$ cat config.mk
export PLATFORM = sky130hd
export DESIGN_NAME = vga_bus_bridge
export DESIGN_NICKNAME = d
export VERILOG_FILES = /design/src/rtl/vga_pkg.sv /design/src/rtl/vga_wbuf.sv /design/src/rtl/vga_bus_bridge.sv
export SDC_FILE = /design/constraint.sdc
export NUM_CORES = 1
export LEC_CHECK = 0
export CORE_UTILIZATION = 49
export DETAILED_ROUTE_END_ITERATION = 8
export GPL_TIMING_DRIVEN = 0
export MAX_ROUTING_LAYER = met4
export PLACE_DENSITY = 0.81
export SYNTH_ARGS = -nofsm -noshare
export SYNTH_HDL_FRONTEND = slang
export SYNTH_SLANG_ARGS = --single-unit
$ cat constraint.sdc
create_clock -name clk -period 3.88 [get_ports clk]
set_input_delay 0.388 -clock clk [delete_from_list [all_inputs] [get_ports clk]]
set_output_delay 0.388 -clock clk [all_outputs]
set_load 0.01 [all_outputs]
$ cat src/rtl/vga_pkg.sv
`default_nettype none
// ============================================================================
//  Module      : vga_pkg
//  Description : Shared definitions for the VGA bus bridge. Holds the region
//                codes decoded from cpu_addr[21:20], the layout of one
//                posted-write FIFO entry, and the read FSM state encoding.
//  Revision    : 1.0  initial release
// ============================================================================
package vga_pkg;

    // Region codes carried in cpu_addr[REGION_MSB:REGION_LSB]
    localparam logic [1:0] REG_TEXT   = 2'b00;
    localparam logic [1:0] REG_GRAPH  = 2'b01;
    localparam logic [1:0] REG_CURSOR = 2'b10;
    localparam logic [1:0] REG_REG    = 2'b11;

    localparam int REGION_LSB = 20;
    localparam int REGION_MSB = 21;

    // One posted write: region + address + byte enables + data = 70 bits
    localparam int ENTRY_W = 70;

    typedef struct packed {
        logic [1:0]  region;
        logic [31:0] addr;
        logic [3:0]  be;
        logic [31:0] wdata;
    } wbuf_entry_t;

    typedef enum logic [1:0] {
        ST_IDLE     = 2'd0,
        ST_RD_ISSUE = 2'd1,
        ST_RD_WAIT  = 2'd2,
        ST_RD_DONE  = 2'd3
    } rd_state_t;

    // One-hot read strobe vector ordered {text, graph, cursor, reg}
    function automatic logic [3:0] region_onehot(input logic [1:0] region);
        return 4'b1000 >> region;
    endfunction

endpackage
`default_nettype wire

$ cat src/rtl/vga_wbuf.sv
`default_nettype none
// ============================================================================
//  Module      : vga_wbuf
//  Description : Synchronous posted-write FIFO. Pointers carry one extra wrap
//                bit so full/empty are told apart by the MSB comparison.
//                Head entry is presented combinationally on pop_data.
//  Ports       : clk, rst (async, active-low)
//                push, push_data  - write side (ignored while full)
//                pop, pop_data    - read side (ignored while empty)
//                full, empty      - occupancy flags
//  Revision    : 1.0  initial release
// ============================================================================
module vga_wbuf #(
    parameter int DEPTH = 4,
    parameter int WIDTH = 70
) (
    input  logic             clk,
    input  logic             rst,
    input  logic             push,
    input  logic [WIDTH-1:0] push_data,
    input  logic             pop,
    output logic [WIDTH-1:0] pop_data,
    output logic             full,
    output logic             empty
);

    localparam int PTR_W = $clog2(DEPTH) + 1;

    logic [PTR_W-1:0] r_wr_ptr;
    logic [PTR_W-1:0] r_rd_ptr;
    logic [WIDTH-1:0] r_mem [DEPTH];

    logic w_do_push;
    logic w_do_pop;

    assign w_do_push = push && !full;
    assign w_do_pop  = pop && !empty;

    always_ff @(posedge clk or negedge rst) begin
        if (!rst) begin
            r_wr_ptr <= '0;
            r_rd_ptr <= '0;
        end else begin
            if (w_do_push) r_wr_ptr <= r_wr_ptr + PTR_W'(1);
            if (w_do_pop)  r_rd_ptr <= r_rd_ptr + PTR_W'(1);
        end
    end

    // Storage needs no reset: an entry is only read after it was written.
    always_ff @(posedge clk) begin
        if (w_do_push) r_mem[r_wr_ptr[PTR_W-2:0]] <= push_data;
    end

    assign empty    = (r_wr_ptr == r_rd_ptr);
    assign full     = (r_wr_ptr[PTR_W-1] != r_rd_ptr[PTR_W-1]) &&
                      (r_wr_ptr[PTR_W-2:0] == r_rd_ptr[PTR_W-2:0]);
    assign pop_data = r_mem[r_rd_ptr[PTR_W-2:0]];

endmodule
`default_nettype wire

$ cat src/rtl/vga_bus_bridge.sv
`default_nettype none
// ============================================================================
//  Module      : vga_bus_bridge
//  Description : CPU-side front end of the VGA subsystem. Posts CPU writes
//                into a small FIFO that drains into one-cycle byte-write
//                strobes while the scan-out port is idle; reads wait until
//                every earlier write has drained, then issue a one-cycle
//                read strobe and return the selected region's data.
//  Ports       : clk, rst (async, active-low)
//                cpu_req/we/be/addr/wdata -> cpu_ready, cpu_rdata
//                vga_busy                  scan-out busy, holds off draining
//                we_* / rd_*               per-region write/read strobes
//                text_addr, graph_addr     address of the current access
//                *_wdata                   drained write data
//                *_rdata                   read data from vga_controller
//  Revision    : 1.0  initial release
// ============================================================================
module vga_bus_bridge
    import vga_pkg::*;
#(
    parameter int DEPTH     = 4,
    parameter int READ_LAT  = 1,
    parameter int HOLD_BUSY = 1
) (
    input  logic        clk,
    input  logic        rst,
    input  logic        cpu_req,
    input  logic        cpu_we,
    input  logic [3:0]  cpu_be,
    input  logic [31:0] cpu_addr,
    input  logic [31:0] cpu_wdata,
    output logic        cpu_ready,
    output logic [31:0] cpu_rdata,
    input  logic        vga_busy,
    output logic [3:0]  we_text,
    output logic [3:0]  we_graph,
    output logic [3:0]  we_cursor,
    output logic [3:0]  we_reg,
    output logic        rd_text,
    output logic        rd_graph,
    output logic        rd_cursor,
    output logic        rd_reg,
    output logic [31:0] text_addr,
    output logic [31:0] graph_addr,
    output logic [31:0] text_wdata,
    output logic [31:0] graph_wdata,
    output logic [31:0] cursor_wdata,
    output logic [31:0] reg_wdata,
    input  logic [31:0] text_rdata,
    input  logic [31:0] graph_rdata,
    input  logic [31:0] cursor_rdata,
    input  logic [31:0] reg_rdata
);

    localparam int CNT_W = $clog2(READ_LAT + 1) + 1;

    rd_state_t        r_state;
    logic [CNT_W-1:0] r_wait_cnt;
    logic [1:0]       r_rd_region;
    logic [31:0]      r_cpu_rdata;
    logic [3:0]       r_we_text;
    logic [3:0]       r_we_graph;
    logic [3:0]       r_we_cursor;
    logic [3:0]       r_we_reg;
    logic [3:0]       r_rd_vec;      // {text, graph, cursor, reg}
    logic             r_drain_vld;   // a drain strobe is on the outputs now
    logic [31:0]      r_addr;
    logic [31:0]      r_wdata;

    logic               w_full;
    logic               w_empty;
    logic               w_push;
    logic               w_pop;
    logic               w_rd_start;
    logic [1:0]         w_cpu_region;
    logic [ENTRY_W-1:0] w_head_bits;
    wbuf_entry_t        w_head;
    wbuf_entry_t        w_new_entry;
    logic [31:0]        w_rd_mux;

    assign w_cpu_region = cpu_addr[REGION_MSB:REGION_LSB];

    assign w_new_entry = '{region: w_cpu_region, addr: cpu_addr,
                           be: cpu_be, wdata: cpu_wdata};
    assign w_head = wbuf_entry_t'(w_head_bits);

    // Writes are only accepted with no read outstanding; a full FIFO stalls
    // the CPU even when the head is popped in the same cycle.
    assign w_push = rst && cpu_req && cpu_we && !w_full && (r_state == ST_IDLE);
    assign w_pop  = !w_empty && ((HOLD_BUSY == 0) || !vga_busy);

    // A read starts only once the FIFO is empty and the last drained write
    // has left the strobe outputs, so program order is kept at the port.
    assign w_rd_start = (r_state == ST_IDLE) && cpu_req && !cpu_we &&
                        w_empty && !r_drain_vld;

    vga_wbuf #(
        .DEPTH (DEPTH),
        .WIDTH (ENTRY_W)
    ) u_wbuf (
        .clk       (clk),
        .rst       (rst),
        .push      (w_push),
        .push_data (w_new_entry),
        .pop       (w_pop),
        .pop_data  (w_head_bits),
        .full      (w_full),
        .empty     (w_empty)
    );

    always_comb begin
        w_rd_mux = text_rdata;
        case (r_rd_region)
            REG_GRAPH:  w_rd_mux = graph_rdata;
            REG_CURSOR: w_rd_mux = cursor_rdata;
            REG_REG:    w_rd_mux = reg_rdata;
            default:    w_rd_mux = text_rdata;
        endcase
    end

    always_ff @(posedge clk or negedge rst) begin
        if (!rst) begin
            r_state     <= ST_IDLE;
            r_wait_cnt  <= '0;
            r_rd_region <= REG_TEXT;
            r_cpu_rdata <= '0;
            r_we_text   <= '0;
            r_we_graph  <= '0;
            r_we_cursor <= '0;
            r_we_reg    <= '0;
            r_rd_vec    <= '0;
            r_drain_vld <= 1'b0;
            r_addr      <= '0;
            r_wdata     <= '0;
        end else begin
            // Strobes are single-cycle pulses by default
            r_we_text   <= '0;
            r_we_graph  <= '0;
            r_we_cursor <= '0;
            r_we_reg    <= '0;
            r_rd_vec    <= '0;
            r_drain_vld <= w_pop;

            if (w_pop) begin
                r_addr  <= w_head.addr;
                r_wdata <= w_head.wdata;
                case (w_head.region)
                    REG_GRAPH:  r_we_graph  <= w_head.be;
                    REG_CURSOR: r_we_cursor <= w_head.be;
                    REG_REG:    r_we_reg    <= w_head.be;
                    default:    r_we_text   <= w_head.be;
                endcase
            end

            // Pops never coincide with a read start or an outstanding read,
            // since the FIFO is empty then and no write can be accepted.
            case (r_state)
                ST_IDLE: begin
                    if (w_rd_start) begin
                        r_state     <= ST_RD_ISSUE;
                        r_rd_region <= w_cpu_region;
                        r_addr      <= cpu_addr;
                        r_rd_vec    <= region_onehot(w_cpu_region);
                        r_wait_cnt  <= '0;
                    end
                end
                ST_RD_ISSUE: begin
                    r_state <= ST_RD_WAIT;
                end
                ST_RD_WAIT: begin
                    if (r_wait_cnt == CNT_W'(READ_LAT)) begin
                        r_cpu_rdata <= w_rd_mux;
                        r_state     <= ST_RD_DONE;
                    end else begin
                        r_wait_cnt <= r_wait_cnt + CNT_W'(1);
                    end
                end
                ST_RD_DONE: begin
                    r_state <= ST_IDLE;
                end
                default: begin
                    r_state <= ST_IDLE;
                end
            endcase
        end
    end

    assign cpu_ready    = w_push || (rst && (r_state == ST_RD_DONE));
    assign cpu_rdata    = r_cpu_rdata;
    assign we_text      = r_we_text;
    assign we_graph     = r_we_graph;
    assign we_cursor    = r_we_cursor;
    assign we_reg       = r_we_reg;
    assign rd_text      = r_rd_vec[3];
    assign rd_graph     = r_rd_vec[2];
    assign rd_cursor    = r_rd_vec[1];
    assign rd_reg       = r_rd_vec[0];
    assign text_addr    = r_addr;
    assign graph_addr   = r_addr;
    assign text_wdata   = r_wdata;
    assign graph_wdata  = r_wdata;
    assign cursor_wdata = r_wdata;
    assign reg_wdata    = r_wdata;

endmodule
`default_nettype wire

==> results of run 1 <==
repair_timing:
action                                  CTS  global route
hold endpoints to repair                 58             0
buffers inserted                          0             0
endpoints found under the setup margin    0             0
hold buffers                              1             0
cell families (layout without fill, tap and decap cells):
logic type	Yosys count	after routing	share of synthesized area (%)
xor gates and xnor gates	8	8	0.5079
adders and majority gates	9	9	0.6723
buffers and inverters	216	743	8.135
DFF	401	401	68.04
other	0	10	0
muxes	133	133	15.66
AOI/OAI and AO/OA	76	76	3.361
and+or+nand+nor	148	148	3.623
stage by stage:
stage	setup slack [ns]	instances
CTS	0.2194	1966
global route	0.1125	1976
floorplan	0.6234	991
finish	0.3425	1976
global placement	-6.187	1884
detailed placement	0.6510	1889
placed cells by master (no fill, tap or decap), drive strengths merged, types with 9 or more instances in the layout:
cell type / Yosys / routed
buf: 161 / 167
clkbuf: 14 / 66
a21oi: 33 / 33
dfrtp: 129 / 129
nor2: 19 / 19
clkdlybuf4s50: 0 / 444
clkinv: 0 / 16
mux2: 33 / 33
edfxtp: 272 / 272
ha: 9 / 9
inv: 41 / 42
nand2: 111 / 111
diode: 0 / 10
mux4: 100 / 100
o22ai: 32 / 32
critical path, stage by stage:
cell and delay [ns]:
dlygate4sd3_1 0.54, buf_6 0.46, buf_16 0.38, nand4_1 0.18, a31oi_2 0.38, a21o_1 0.14, clkdlybuf4s50_1 0.61
routing by layer:
metal  wire, microns  global-route usage (%)
met5               0                       -
met4            1182                   8.607
met3            2711                   5.310
met2           22730                   43.10
met1           16550                   30.48
layout make-up:
class,instances,area share (%)
Clock inverter,24,1.244
Multi-Input combinational cell,374,17.14
Buffer,175,5.179
Tap cell,448,2.402
Timing Repair Buffer,451,19.69
Sequential cell,401,48.83
Inverter,41,0.6594
Antenna cell,10,0.1072
Clock buffer,52,4.750
power by group through the flow:
stage / logic [uW] / registers, uW / clock network, uW
after floorplan: 3920 / 6080 / 0
after global placement: 7440 / 5930 / 0
after detailed placement: 7580 / 5960 / 0
after CTS: 7660 / 5890 / 4130
after global routing: 8040 / 5980 / 4290
final: 7550 / 5880 / 4070
how the worst max path moves through the flow:
stage	start	to	slack (ns)	cells past startpoint
final	rst	cpu_ready	0.34	7
after global routing	rst	cpu_ready	0.11	7
after CTS	rst	cpu_ready	0.22	7
after detailed placement	rst	u_wbuf.r_mem[3][49]	0.65	6
after global placement	rst	u_wbuf.r_mem[3][53]	-6.19	4
after floorplan	r_state[0]	u_wbuf.r_mem[3][0]	0.62	6
==> key figures, run 1 <==
Critical path
  – Worst EP required: 3.49 ns
  – Setup crit end kind: output port
  – Worst r2r src: r_state[0]
  – Worst Path Arrival: 3.15 ns
  – Flop-to-flop setup slack: 1.26 ns
  – Crit path kind: in2out
  – Startpoint Class: input port
  – CP max FO: 73
  – R2R Path End: u_wbuf.r_mem[3][60]
  – FF-to-FF path depth: 7

Cells and area
  – Footprint of the multi-input gates: 4001 sq um
  – Share of cells above drive strength 1: 26.22%
  – Max reg flops: 272
  – Area delta synth->final: 39.34%
  – Seq. cell area: 11400 sq um
  – # nets final: 1695
  – Final instance area: 23340 sq um
  – # fillers: 2181
  – Final core utilization: 69.43%

Min path
  – HP Class: in2async

Detailed routing
  – DRC viols: 0
  – Vias per Instance: 5.186
  – Drt wl/cell: 21.85 microns
  – Drt pass-1 iters: 5
  – Detailed Route Iter0 Violations: 535
  – WL final: 43170 microns
  – Total number of vias: 10248
  – DRT antenna net count: 0

Yosys
  – Avg Inst Size Synth: 16.90 sq um
  – Yosys top cell area share: 48.76%
  – Post-synthesis register bit count: 401
  – Syn nets: 1201
  – EDFF count, synth: 272
  – Area leader, netlist: edfxtp_1
  – Cell variety after synth: 35
  – Most common cell in the netlist: edfxtp_1
  – Top cells by count, synth: edfxtp_1, buf_4, dfrtp_1
  – Post-Synthesis Cells: 991
  – Asr flop ratio synth: 32.17%
  – Sequential area share after synthesis: 68.04%
  – Top_reg_cell synth: edfxtp_1
  – Ranking of synthesized cells by area: edfxtp_1, dfrtp_1, mux4_2, buf_4, nand2_1
  – Total of warnings raised by yosys: 0
  – Post-Syn Area: 16750 sq um

Die
  – Initial core utilization: 49.83%
  – Core area: 33620 sq um
  – Boundary pin count: 446
  – Die height: 186.9 microns
  – Die footprint: 34930 sq um
  – Die width: 186.9 microns
  – Row cnt: 67

Clocking
  – Worst-Skew Late Latency: 0.54 ns
  – Clk sink count: 401
  – CTS Buf Count: 41
  – CTS Buffer Depth: 3
  – CTS resizes: 0
  – Clock Pin Slew Worst Setup and Hold Paths: 0.06 ns
  – CTS tree: built
  – Htree depth: 2
  – Root Driver: clkbuf_16

Pwr
  – Total power: 17510 uW
  – PwrDens: 750.0 nW/um^2
  – Fraction of power consumed by sequential logic: 33.6%
  – Pint: 12180 uW
  – Lkg Pwr: 0.008865 uW
  – Switching Fraction: 30.39%
  – Comb pwr share: 43.1%
  – Clock power share: 23.3%
  – VDD IR max: 589.4 uV
  – Psw: 5320 uW

Timing
  – Final hold vios: 0
  – Final setup violation count: 0
  – F_max: 282.7 MHz
  – Clock skew: 0.01726 ns
  – RSZ-0062 raised after global routing: no
  – Slew @ Worst Pin: 0.7411 ns
  – Final Cycle Share: 91.17%
  – Final hold slack: 0.3836 ns
  – Final Max Slew Viols: 0
  – Relative slew slack: 50.59%
  – Total negative slack: 0 ns
  – Final period demand of the worst path: 3.537 ns

Global route
  – Initial antenna violation count: 10
  – Total GRT Usage: 25.46%
  – Overflow after GRT: 0
  – First-pass GRT wire length: 64250 microns
  – Vias in the first global route: 10547
  – Largest net degree at the start of global routing: 74

Outcome
  – Outcome: complete, no violations

Run
  – Max Cap Viol: 0

Place
  – PortBufs: 445
  – Post-DP HPWL: 29440 microns
  – Final Wtd Congestion: 0.9171
  – DP Area: 21910 sq um
No activity file was read; power rests on OpenSTA's default activity.
==> run 2: changes to the inputs <==
--- a/config.mk
+++ b/config.mk
@@ -8,8 +8,10 @@
 export CORE_UTILIZATION = 49
 export DETAILED_ROUTE_END_ITERATION = 8
 export GPL_TIMING_DRIVEN = 0
+export HOLD_SLACK_MARGIN = 0.12
 export MAX_ROUTING_LAYER = met4
 export PLACE_DENSITY = 0.81
+export SLEW_MARGIN = 20
 export SYNTH_ARGS = -nofsm -noshare
 export SYNTH_HDL_FRONTEND = slang
 export SYNTH_SLANG_ARGS = --single-unit
==> run 2 against run 1 <==
Utilization decreased by 0.11 points. Non-clock buffer count unchanged. Flip-flop and latch count unchanged. Setup slack improved by 0.042 ns. Critical path type unchanged. Largest cell class unchanged.
==> key figures, run 2 (synthesized netlist as in run 1, its figures left out) <==
Pwr
  – PwrDens: 746.7 nW/um^2 (-0.45%)
  – Switching Fraction: 30.52% (+0.13 points)
  – Fraction of power consumed by sequential logic: 33.8% (+0.2 points)
  – Pint: 12090 uW (-0.79%)
  – Psw: 5311 uW (-0.17%)
  – Clock power share: 22.8% (-0.5 points)
  – Comb pwr share: 43.4% (+0.3 points)
  – Total power: 17400 uW (-0.60%)
  – Lkg Pwr: 0.008839 uW (-0.30%)
  – VDD IR max: 554.4 uV (-5.9%)

Die
  – Die width: 186.9 microns (unchanged)
  – Core area: 33620 sq um (unchanged)
  – Boundary pin count: 446 (unchanged)
  – Die height: 186.9 microns (unchanged)
  – Die footprint: 34930 sq um (unchanged)
  – Row cnt: 67 (unchanged)
  – Initial core utilization: 49.83% (unchanged)

Cells and area
  – Area delta synth->final: 39.13%
  – Footprint of the multi-input gates: 4001 sq um (unchanged)
  – # fillers: 2215 (+1.6%)
  – Commonest non-fill, non-tap cell in the layout: clkdlybuf4s50_1
  – Seq. cell area: 11400 sq um (unchanged)
  – Final core utilization: 69.32% (-0.11 points)
  – Most frequent cells in the layout: clkdlybuf4s50_1, edfxtp_1, buf_4
  – Max reg flops: 272 (unchanged)
  – Share of cells above drive strength 1: 25.99% (-0.23 points)
  – # nets final: 1696 (+0.059%)

Detailed routing
  – Total number of vias: 10305 (+0.56%)
  – Drt pass-1 iters: 7 (+2)
  – WL final: 43190 microns (about the same)
  – Detailed Route Iter0 Violations: 538 (+0.56%)
  – DRT antenna net count: 0 (unchanged)
  – Vias per Instance: 5.218 (+0.61%)
  – DRC viols: 0 (unchanged)
  – Drt wl/cell: 21.87 microns (about the same)

Place
  – Final Wtd Congestion: 0.9171 (unchanged)
  – PortBufs: 445 (unchanged)
  – Post-DP HPWL: 29540 microns (+0.32%)
  – Worst slack, placed: 0.7451 ns (+0.09410 ns)

Clocking
  – Worst-Skew Late Latency: 0.54 ns (about the same)
  – Root Driver: clkbuf_16
  – CTS Buffer Depth: 3 (unchanged)
  – Clock Pin Slew Worst Setup and Hold Paths: 0.06 ns (about the same)
  – Post-CTS Setup Inserts: 0 (unchanged)
  – Htree depth: 2 (unchanged)
  – CTS Buf Count: 42 (+2.4%)
  – CTS resizes: 0 (unchanged)
  – Clk sink count: 401 (unchanged)
  – CTS tree: built

Global route
  – Total GRT Usage: 25.26% (-0.20 points)
  – Vias in the first global route: 10470 (-0.73%)
  – First-pass GRT wire length: 63970 microns (-0.44%)
  – Initial antenna violation count: 7 (-3)
  – Overflow after GRT: 0 (unchanged)
  – Largest net degree at the start of global routing: 74 (unchanged)

Critical path
  – Worst EP required: 3.49 ns (about the same)
  – WP buf/inv: 4 (unchanged)
  – CP peak stage delay: 0.61 ns (about the same)
  – Setup crit end kind: output port
  – CP max-delay cell: clkdlybuf4s50_1
  – Startpoint Class: input port
  – CP cell instances: dlygate4sd3_1 > buf_8 > buf_16 > nand4_1 > a31oi_2 > a21o_1 > clkdlybuf4s50_1
  – Crit path kind: in2out
  – CP max FO: 73 (unchanged)
  – Worst Path Arrival: 3.11 ns (-0.04 ns)
  – Cell family with most CP delay: buffers and inverters

Timing
  – Final hold vios: 0 (unchanged)
  – Final worst slack: 0.3845 ns (+0.04193 ns)
  – Final Cycle Share: 90.09% (-1.1 points)
  – Final hold slack: 0.3608 ns (-0.02277 ns)
  – Relative slew slack: 50.88% (+0.29 points)
  – F_max: 286.1 MHz (+1.2%)
  – Final Max Slew Viols: 0 (unchanged)
  – Total negative slack: 0 ns (unchanged)
  – RSZ-0062 raised after global routing: no
  – Final period demand of the worst path: 3.496 ns (-0.04193 ns)
  – Slew @ Worst Pin: 0.7368 ns (-0.004321 ns)
  – Clock skew: 0.02152 ns (+0.004264 ns)
  – Final setup violation count: 0 (unchanged)

Run
  – Max Cap Viol: 0 (unchanged)

Min path
  – HP Class: in2async

Outcome
  – Outcome: complete, no violations
[run 2: changes by cell type in the layout (fill, tap and decap cells not counted), sizes merged]
cell,delta
bufinv,-2
clkbuf,+6
clkinv,-2
clkinvlp,+1
diode,-3
inv,-1
[run 2: per-stage QoR]
step	instance area, sq um	cells
2_1_floorplan	16750	991
3_3_place_gp	21760	1884
3_5_place_dp	21910	1889
4_1_cts	23290	1968
5_1_grt	23300	1975
6_report	23300	1975
[run 2: power by group through the flow]
| stage | clock network [uW] | registers, uW | logic, uW |
|---|---|---|---|
| after CTS | 4030 | 5890 | 7640 |
| after global routing | 4180 | 5980 | 8020 |
| after detailed placement | 0 | 5960 | 7580 |
| after global placement | 0 | 5930 | 7440 |
| after floorplan | 0 | 6080 | 3920 |
| final | 3960 | 5890 | 7550 |
[run 2: path summary, 6_finish.rpt]
check	slack, ns	depth (start not counted)	to	from
max in group asynchronous	2.72	3	cpu_rdata[22]	rst
min reg2reg	0.50	1	cpu_rdata[4]	cpu_rdata[4]
min in group clk	0.49	1	u_wbuf.r_mem[0][7]	cpu_wdata[7]
max reg2reg	1.25	7	u_wbuf.r_mem[3][49]	r_state[0]
min	0.36	2	cursor_wdata[26]	rst
max	0.38	7	cpu_ready	rst
[run 2: timing repair]
item,in CTS,in global routing
hold buffers,1,0
endpoints found under the setup margin,0,0
endpoints found under the hold margin,58,0
[run 2: worst reg2reg max path: stages, from the launching register on]
cell and delay [ns]:
dfrtp_1 0.40, inv_1 0.09, ha_1 0.14, buf_2 0.20, nand4_1 0.14, a31oi_2 0.38, and2_4 0.61, buf_12 0.32
[run 2: layout make-up]
| class | instances | share of cell area [%] |
|---|---|---|
| Sequential cell | 401 | 48.90 |
| Timing Repair Buffer | 451 | 19.74 |
| Multi-Input combinational cell | 374 | 17.17 |
| Buffer | 175 | 5.187 |
| Clock buffer | 58 | 4.902 |
| Tap cell | 448 | 2.405 |
| Clock inverter | 20 | 0.9611 |
| Inverter | 41 | 0.6604 |
| Antenna cell | 7 | 0.07517 |
[run 2: metal layers]
metal,vias up,part of all wire (%),GRT usage [%]
met3,70,6.8,4.747
li1,4575,-,-
met2,443,53,43.54
met5,-,0,-
met4,0,2.6,7.850
met1,5217,38,30.17
==> run 3: changes to the inputs <==
--- a/config.mk
+++ b/config.mk
@@ -9,9 +9,9 @@
 export DETAILED_ROUTE_END_ITERATION = 8
 export GPL_TIMING_DRIVEN = 0
 export HOLD_SLACK_MARGIN = 0.12
-export MAX_ROUTING_LAYER = met4
 export PLACE_DENSITY = 0.81
 export SLEW_MARGIN = 20
 export SYNTH_ARGS = -nofsm -noshare
 export SYNTH_HDL_FRONTEND = slang
 export SYNTH_SLANG_ARGS = --single-unit
+export TNS_END_PERCENT = 20
==> run 3 against run 2 <==
Register-to-register slack barely moved. Combinational power barely moved. Critical path depth did not move. Setup slack improved by 0.0048 ns. Sequential share of layout area rose by 0.18 points. Worst hold slack improved by 0.036 ns. Sequential power barely moved. Final area fell by 0.37%. Fmax rose by 0.14%. Critical endpoint unchanged. Highest routed layer is now met5.
==> key figures, run 3 (synthesized netlist as in run 1, its figures left out) <==
Global route
  – Initial antenna violation count: 12 (+5)
  – GR peak layer: met2
  – Vias in the first global route: 10698 (+2.2%)
  – Met3 usage: 5.122% (+0.38 points)
  – First-pass GRT wire length: 65270 microns (+2.0%)
  – Largest net degree at the start of global routing: 76 (+2.7%)
  – Met1 Use GR: 30.50% (+0.32 points)
  – Met2 usage: 44.10% (+0.56 points)
  – Total GRT Usage: 24.91% (-0.35 points)
  – Overflow after GRT: 0 (unchanged)

Pwr
  – VDD IR max: 489.1 uV (-12%)
  – Fraction of power consumed by sequential logic: 34.1% (+0.3 points)
  – Pint: 11970 uW (-0.98%)
  – Psw: 5272 uW (-0.74%)
  – Comb pwr share: 43.8% (+0.4 points)
  – PwrDens: 742.6 nW/um^2 (-0.54%)
  – Lkg Pwr: 0.008814 uW (-0.28%)
  – Switching Fraction: 30.58% (+0.052 points)
  – Clock power share: 22.0% (-0.8 points)

Die
  – Core area: 33620 sq um (unchanged)
  – Initial core utilization: 49.83% (unchanged)
  – Boundary pin count: 446 (unchanged)
  – Die footprint: 34930 sq um (unchanged)
  – Row cnt: 67 (unchanged)
  – Die height: 186.9 microns (unchanged)
  – Die width: 186.9 microns (unchanged)

Clocking
  – Htree depth: 2 (unchanged)
  – CTS Buffer Depth: 3 (unchanged)
  – CTS tree: built
  – CTS Buf Count: 41 (-2.4%)
  – Clock Pin Slew Worst Setup and Hold Paths: 0.06 ns (about the same)
  – Root Driver: clkbuf_16
  – Clk sink count: 401 (unchanged)
  – Worst-Skew Late Latency: 0.53 ns (about the same)

Cells and area
  – Area delta synth->final: 38.62%
  – Share of cells above drive strength 1: 26.19% (+0.20 points)
  – Max reg flops: 272 (unchanged)
  – Most frequent cells in the layout: clkdlybuf4s50_1, edfxtp_1, buf_4
  – Non-Filler Instances: 1972 (-0.15%)
  – # fillers: 2217 (+0.090%)
  – Commonest non-fill, non-tap cell in the layout: clkdlybuf4s50_1
  – Footprint of the multi-input gates: 4001 sq um (unchanged)
  – Seq. cell area: 11400 sq um (unchanged)
  – # nets final: 1695 (-0.059%)

Place
  – PortBufs: 445 (unchanged)
  – Placed Cells: 1889 (unchanged)
  – Final Wtd Congestion: 0.8774 (-4.3%)
  – Worst slack, placed: 0.7469 ns (+0.001773 ns)
  – Post-DP HPWL: 29740 microns (+0.68%)

Timing
  – Final Max Slew Viols: 0 (unchanged)
  – Final Cycle Share: 89.97% (-0.12 points)
  – Relative slew slack: 49.97% (-0.91 points)
  – Final hold slack: 0.3972 ns (+0.03638 ns)
  – F_max: 286.5 MHz (+0.14%)
  – Final period demand of the worst path: 3.491 ns (-0.004773 ns)
  – Final setup violation count: 0 (unchanged)
  – Slew @ Worst Pin: 0.7505 ns (+0.01367 ns)
  – Clock skew: 0.02210 ns (+0.0005704 ns)
  – RSZ-0062 raised after global routing: no
  – Final worst slack: 0.3892 ns (+0.004773 ns)
  – Final hold vios: 0 (unchanged)

Critical path
  – Worst EP required: 3.49 ns (about the same)
  – Setup crit end kind: output port
  – Crit. Startpoint: rst
  – CP max FO: 75 (+2.7%)
  – Worst r2r src: r_state[0]
  – Worst Path Arrival: 3.10 ns (about the same)
  – Crit path kind: in2out
  – Startpoint Class: input port

Detailed routing
  – Detailed Route Iter0 Violations: 615 (+14%)
  – Drt wl/cell: 21.83 microns (-0.16%)
  – DRC viols: 0 (unchanged)
  – Total number of vias: 10252 (-0.51%)
  – WL final: 43050 microns (-0.31%)
  – DRT antenna net count: 0 (unchanged)
  – Drt pass-1 iters: 4 (-3)
  – Vias per Instance: 5.199 (-0.36%)

Min path
  – HP Class: in2async

Run
  – Max Cap Viol: 0 (unchanged)

Outcome
  – Outcome: complete, no violations
## run 3: cell count changes in the layout (fill, tap and decap cells not counted), sizes merged
cell | previous run | this run
diode | 7 | 8
inv | 41 | 43
bufinv | 4 | 3
clkinvlp | 2 | 1
clkbuf | 72 | 68
## run 3: area by class of cell
| cell class | instances | share of cell area (%) |
|---|---|---|
| clock inverter | 20 | 0.7706 |
| antenna | 8 | 0.08622 |
| clock buffer | 54 | 4.801 |
| buffer | 175 | 5.206 |
| multi-input combinational | 374 | 17.23 |
| tap | 448 | 2.414 |
| timing repair buffer | 451 | 19.74 |
| sequential | 401 | 49.08 |
| inverter | 41 | 0.6628 |
## run 3: path summary, 6_finish.rpt
| check | to | slack, ns | depth (start not counted) |
|---|---|---|---|
| max | cpu_ready | 0.39 | 7 |
| min in group clk | u_wbuf.r_mem[0][3] | 0.50 | 1 |
| min reg2reg | cpu_rdata[21] | 0.51 | 1 |
| min | cursor_wdata[23] | 0.40 | 2 |
| max reg2reg | u_wbuf.r_mem[3][39] | 1.25 | 7 |
| max in group asynchronous | we_text[1] | 2.71 | 3 |
## run 3: critical path, cell delays in order
cell	delay, ns
dlygate4sd3_1	0.56
buf_8	0.41
buf_16	0.38
nand4_1	0.17
a31oi_2	0.38
a21o_1	0.14
clkdlybuf4s50_1	0.61
## run 3: power groups by stage
| stage | Combinational [uW] | Clock, uW | Sequential, uW |
|---|---|---|---|
| after global routing | 8070 | 4050 | 5980 |
| after detailed placement | 7590 | 0 | 5960 |
| after CTS | 7650 | 3870 | 5890 |
| final | 7560 | 3800 | 5890 |
| after floorplan | 3920 | 0 | 6080 |
| after global placement | 7430 | 0 | 5930 |
## run 3: per-layer routing
metal	routed length, microns	part of all wire, %
met4	1070	2.5
met2	22980	53
met3	2788	6.5
met1	16180	38
met5	42	0.098
## run 3: through the flow
step                      instance area (sq um)  TNS (ns)  power (uW)  utilization, %
after detailed placement                  21890         0       13550           65.13
after CTS                                 23200         0       17410           69.01
after global placement                    21760  -2126.68       13360           64.74
after floorplan                           16750         0        9996               -
after global routing                      23220         0       18100           69.06
final                                     23220         0       17240           69.07
## run 3: repair_timing
action                    in CTS  in global routing
setup buffers                  0                  0
hold endpoints to repair      56                  0
hold buffers                   1                  0
resized for setup              0                  0
